[src/rtl/counter_bn.sv]
// counter_bn: parametrised up/down/down-by-3/load counter with exact carry/borrow, optional saturation and a wrap-event counter
module counter_bn #(
    parameter int WIDTH    = 32,
    parameter int SATURATE = 0,
    parameter int WRAPW    = 8
) (
    input  logic             bn_clk,
    input  logic             bn_reset,
    input  logic             bn_enable,
    input  logic [1:0]       bn_mode,
    input  logic [WIDTH-1:0] bn_D,
    output logic             bn_load,
    output logic             bn_rco,
    output logic [WIDTH-1:0] bn_Q,
    output logic [WRAPW-1:0] bn_wrap_cnt
);
    logic [WIDTH:0]   ext, up, dn1, dn3;
    logic             hit;
    logic [WIDTH-1:0] wrapped, held, q_nxt;
    // One extra bit so the MSB is the exact carry/borrow out of the full width
    assign ext = {1'b0, bn_Q};
    assign up  = ext + (WIDTH+1)'(1);
    assign dn1 = ext - (WIDTH+1)'(1);
    assign dn3 = ext - (WIDTH+1)'(3);
    always_comb begin
        hit     = bn_mode == 2'b00 ? up[WIDTH] : bn_mode == 2'b01 ? dn1[WIDTH] : bn_mode == 2'b10 ? dn3[WIDTH] : 1'b0;
        wrapped = bn_mode == 2'b00 ? up[WIDTH-1:0] : bn_mode == 2'b01 ? dn1[WIDTH-1:0] : dn3[WIDTH-1:0];
        held    = bn_mode == 2'b00 ? {WIDTH{1'b1}} : '0;
        q_nxt   = bn_mode == 2'b11 ? bn_D : (hit && SATURATE != 0) ? held : wrapped;
    end
    always_ff @(posedge bn_clk) begin
        if (bn_reset) begin
            bn_Q        <= '0;
            bn_load     <= 1'b0;
            bn_rco      <= 1'b0;
            bn_wrap_cnt <= '0;
        end else begin
            bn_load <= bn_enable && bn_mode == 2'b11;
            bn_rco  <= bn_enable && hit;
            if (bn_enable)
                bn_Q <= q_nxt;
            if (bn_enable && hit && !(&bn_wrap_cnt))
                bn_wrap_cnt <= bn_wrap_cnt + WRAPW'(1);
        end
    end
endmodule
[config.mk]
export PLATFORM = sky130hd
export DESIGN_NAME = counter_bn
export DESIGN_NICKNAME = d
export VERILOG_FILES = /design/src/rtl/counter_bn.sv
export SDC_FILE = /design/constraint.sdc
export NUM_CORES = 1
export LEC_CHECK = 0
export BUFFER_PORTS_ARGS = -buffer_cell sky130_fd_sc_hd__buf_4
export CAP_MARGIN = 20
export CORE_MARGIN = 1.5
export CORE_UTILIZATION = 50
export DETAILED_ROUTE_END_ITERATION = 10
export PLACE_DENSITY = 0.79
export SKIP_LAST_GASP = 1
export SLEW_MARGIN = 20
export SYNTH_ARGS = -nofsm -noshare
export SYNTH_HDL_FRONTEND = slang
export SYNTH_SLANG_ARGS = --single-unit
[constraint.sdc]
create_clock -name bn_clk -period 2.5 [get_ports bn_clk]
set_input_delay 0.5 -clock bn_clk [delete_from_list [all_inputs] [get_ports bn_clk]]
set_output_delay 0.5 -clock bn_clk [all_outputs]
set_load 0.01 [all_outputs]
# Yosys cells after proc, flatten, opt, wreduce, memory -nomap -nowiden

Cells that the tools add are included.

Bits in registers: 42
Output and inout port bits: 42

Add/sub/neg operators: 4
Equal/unequal tests: 3
Muxes and demuxes: 6
Reduce and logical (&&, ||, !) cells: 6

Operators by type and width:

| operator                                             | count |
|---|---|
| 2-to-1 mux 32 bit                                    | 3 |
| adder 32 x 1 -> 33 bit (second input constant)       | 1 |
| subtractor 32 x 1 -> 33 bit (second input constant)  | 1 |
| subtractor 32 x 2 -> 33 bit (second input constant)  | 1 |
| adder 8 x 1 -> 8 bit (second input constant)         | 1 |
| AND reduction 8 bit                                  | 1 |
| equality test 2 bit (second input constant)          | 2 |
| logical AND 1 bit                                    | 3 |
| 2-to-1 mux 1 bit                                     | 3 |
| equality test 2 x 1 -> 1 bit (second input constant) | 1 |
| logical NOT 2 bit                                    | 1 |
| logical NOT 1 bit                                    | 1 |

# Longest topological paths before layout

Word-level depth: 6
Mapped depth: 9
Mapped depth without buffers: 8

# Worst setup path after synthesis

No wires, ideal clock.

Path kind: reg2reg
Start point: reg bn_Q[0]
End point: reg bn_Q[12]
Setup time: 0.117 ns
Arrival time: 2.317 ns
Slack: 0.066 ns
Cell stages (with the launch flop): 9
Clock period less this slack: 2.434 ns
Cells stage by stage: dfxtp_1 -> ha_1 -> or3b_2 -> or2_2 -> clkbuf_1 -> nor3_1 -> a31o_2 -> o21ai_0 -> a32o_1

Cells in the longest elaborated chain, start to end: 4

RTL lines:

| item                                                                              | line   | text |
|---|---|---|
| start: declaration                                                                | 14     | `output logic [WIDTH-1:0] bn_Q,` |
| start signal: assignment                                                          | 41     | `bn_Q <= q_nxt;` |
| subtractor 32 x 2 -> 33 bit / subtractor 32 x 1 -> 33 bit (equally long branches) | 24, 23 |  |
| 2-to-1 mux 32 bit                                                                 | 27     | `wrapped = bn_mode == 2'b00 ? up[WIDTH-1:0] : bn_mode == 2'b01 ? dn1[WIDTH-1:0] : dn3[WIDTH-1:0];` |
| 2-to-1 mux 32 bit *                                                               | 27     |  |
| 2-to-1 mux 32 bit *                                                               | 29     | `q_nxt = bn_mode == 2'b11 ? bn_D : (hit && SATURATE != 0) ? held : wrapped;` |

Mark *: on every way between the ends. The rest lies on a longest branch, timed or not.
A chain may end at the register's enable or synchronous reset.

# Final worst setup path

Start point: reg bn_Q[3]
End point: reg bn_Q[30]

Same word-level chain as after synthesis.

==> impl_metrics.csv <==
group,metric,value,unit
cells_and_area,fin_area,4549,um2
placement,placed_area,4405,um2
power,power,2.361,mW
floorplanning,die-area,7474,um2
logic_synthesis,yosysTopAreaCell,"dfxtp_1",
timing,hold_violations,0,
logic_synthesis,synth_most_common_cell,"nand2_1",
placement,placed_cells,648,
clocking,clk_path_buf_depth,2,
logic_synthesis,syn_avg_cell_area,7.505,um2
setup_path,crit_family,"simple AND/OR/NAND/NOR gates",
setup_path,worstPathRequired,2.70,ns
logic_synthesis,synthCells,464,
setup_path,start_kind,"flop",
logic_synthesis,synth_warnings,0,
routing,drtPass1Iterations,5,
worst_hold_path,hp-class,"reg2reg",
logic_synthesis,async_flop_share,0,%
placement,gp_congestion,1.023,
power,p_leak,1.891,nW
logic_synthesis,synth_top_area_share,24.15,%
floorplanning,initial_core_util,51.54,%
setup_path,cp_slowest_cell,"or4_4",
clocking,cts-buffers-inserted,5,
logic_synthesis,yosys-top-cells-count,"nand2_1, nor2_1, dfxtp_1",
routing,drc,0,
global_route,gr-max-usage-layer,"met2",
routing,drt-initial-drc-count,302,
logic_synthesis,synthesis.area,3482,um2
setup_path,crit_path_end_kind,"flop",
global_route,globalRouteMet1Util,40.50,%
routing,wl,11.13,mm
global_route,antenna_found_initial,0,
clocking,clkLatencyLatePin,0.30,ns
clocking,numClockSinks,42,
timing,fin_crit_sh,96.78,%
setup_path,cp_slowest_stage_delay,0.55,ns
floorplanning,dieWidth,86.45,um
setup_path,path_class,"reg2reg",
routing,vias,4139,
timing,slew_violations,0,
global_route,grt_pass1_wl,18.24,mm
timing,setup_viol_count_final,0,
timing,max_freq,0.4133,GHz
setup_path,crit_buf_inv,1,
routing,antenna_left,0,
routing,avgViaCountPerCell,6.309,
clocking,cts_tree,"yes",
setup_path,arrival,2.62,ns
global_route,grt_max_degree,37,
global_route,grt-ovfl-total,0,
clocking,holdBufCountCts,0,
timing,setup_tns,0,ns
power,vdd.ir_drop.worst,0.0003688,V
global_route,grt.met3_usage,6.000,%
outcome,outcome,"completed",
global_route,use_met2,48.51,%
floorplanning,io_pins,79,
cells_and_area,antenna_cells,0,
setup_path,crit_top_cell,"or4_4",
timing,clock_skew,0.007122,ns
global_route,grt_pass1_vias,3886,
logic_synthesis,ys.flop_type,"dfxtp_1",
floorplanning,coreArea,6756,um2
global_route,gr-usage-all-layers,30.27,%
setup_path,crit_path_max_fanout,4,
clocking,root_buffer,"clkbuf_8",
placement,dp_hpwl,8.269,mm
logic_synthesis,ys_seq_area_share,24.15,%
floorplanning,die_h,86.45,um
logic_synthesis,ys_seq_elements,42,
placement,numPortBuffers,78,
cells_and_area,drive_above_1_share,33.68,%
logic_synthesis,synthTopCellsByArea,"dfxtp_1, a21oi_1, nand2_1",
timing,period_needed,2.419,ns
logic_synthesis,synth_cell_type_count,70,
flow_run,cap_viol_max_count,0,
routing,avgRoutedWirePerCell,16.96,um
timing,relSlewSlack,61.95,%
cells_and_area,fin_nets,615,
timing,tightest_slew,0.5708,ns
clocking,htreeDepth,2,
clocking,clk_pin_slew,0.09,ns
power,power_density,519.0,nW/um2
floorplanning,rows,30,
cells_and_area,fin_cells,656,
cells_and_area,area_growth,30.65,%
logic_synthesis,synth_edf_count,0,
setup_path,crit_chain,"nand4_2, buf_4, or4_4, or4_4, o32ai_2, nor2_1, o31a_1",
logic_synthesis,syn-num-nets,504,
-- worst reg2reg max path: stages (launching register included) --
cell	delay, ns
dfxtp_1	0.39
nand4_2	0.13
buf_4	0.17
or4_4	0.54
or4_4	0.55
o32ai_2	0.15
nor2_1	0.09
o31a_1	0.30
-- sequential cells by signal (all words and copies together), names as in the netlist --
register,cells
bn_Q,32
bn_rco,1
bn_wrap_cnt,8
bn_load,1
-- path summary, 6_finish.rpt --
check / start / slack, ns / cells past startpoint / endpoint
max: bn_Q[3] / 0.08 / 7 / bn_Q[30]
min reg2reg: bn_wrap_cnt[6] / 0.51 / 2 / bn_wrap_cnt[6]
max reg2reg: bn_Q[3] / 0.08 / 7 / bn_Q[30]
min: bn_wrap_cnt[6] / 0.51 / 2 / bn_wrap_cnt[6]
-- metal layers --
layer,vias up,routed length [um]
met3,26,808
li1,1990,-
met1,1947,4879
met2,176,5203
met5,-,0
met4,0,236
-- logic make-up after synthesis --
family | count (synthesis) | synth area share (%)
simple gates | 214 | 33.35
compound gates | 133 | 26.45
buf+inv | 52 | 9.019
flops | 42 | 24.15
mux | 14 | 4.384
fa+ha+maj | 5 | 1.653
xor+xnor | 4 | 1.006
-- repair_timing --
item / CTS / global route
endpoints found under the setup margin: 0 / 12
setup buffers: 0 / 0
gates resized for setup: 0 / 10
-- final cells by class --
type / count / area [um2]
Fill cell: 592 / 2207
Sequential cell: 42 / 845.8
Timing Repair Buffer: 147 / 1104
Clock inverter: 3 / 40.04
Tap cell: 80 / 100.1
Clock buffer: 5 / 68.82
Inverter: 9 / 33.78
Multi-Input combinational cell: 370 / 2357
-- stage by stage --
stage / hold WS (ns) / util, % / worst slack, ns
final: 0.5097 / 67.33 / 0.08056
after global routing: 0.5380 / 67.33 / -0.008038
after floorplan: 0.5031 / - / 0.06582
after CTS: 0.5087 / 66.81 / 0.001005
after detailed placement: 0.4928 / 65.20 / 0.004315
after global placement: 0.4859 / 65.20 / 0.06603
-- cells in the final DEF, fill, tap and decap left out, drive strengths merged, types with 3 or more instances in the layout --
master | Yosys | routed
nor4 | 15 | 15
a31oi | 10 | 10
and2 | 3 | 3
or2 | 3 | 3
ha | 3 | 3
mux2 | 10 | 10
o21ai | 16 | 16
o2bb2ai | 5 | 5
nor2b | 4 | 4
o41ai | 3 | 3
a32oi | 7 | 7
o31ai | 9 | 9
or4 | 13 | 13
a21oi | 35 | 35
nand2 | 46 | 46
and3 | 20 | 20
o31a | 5 | 5
nor4b | 3 | 3
xnor2 | 3 | 3
nor3 | 21 | 21
buf | 10 | 147
dfxtp | 42 | 42
nor2 | 43 | 43
nand4 | 12 | 12
mux2i | 4 | 4
a22o | 5 | 5
a22oi | 10 | 10
a211oi | 3 | 3
inv | 9 | 9
a21o | 5 | 5
clkbuf | 32 | 5
or3 | 13 | 13
nand3 | 12 | 12
-- power breakdown --
group | switching [mW] | total, mW | internal [mW]
clock network | 0.254 | 0.548 | 0.294
logic | 0.541 | 1.02 | 0.478
registers | 0.0695 | 0.794 | 0.724
Note: power is estimated with default switching activity, not from simulation.
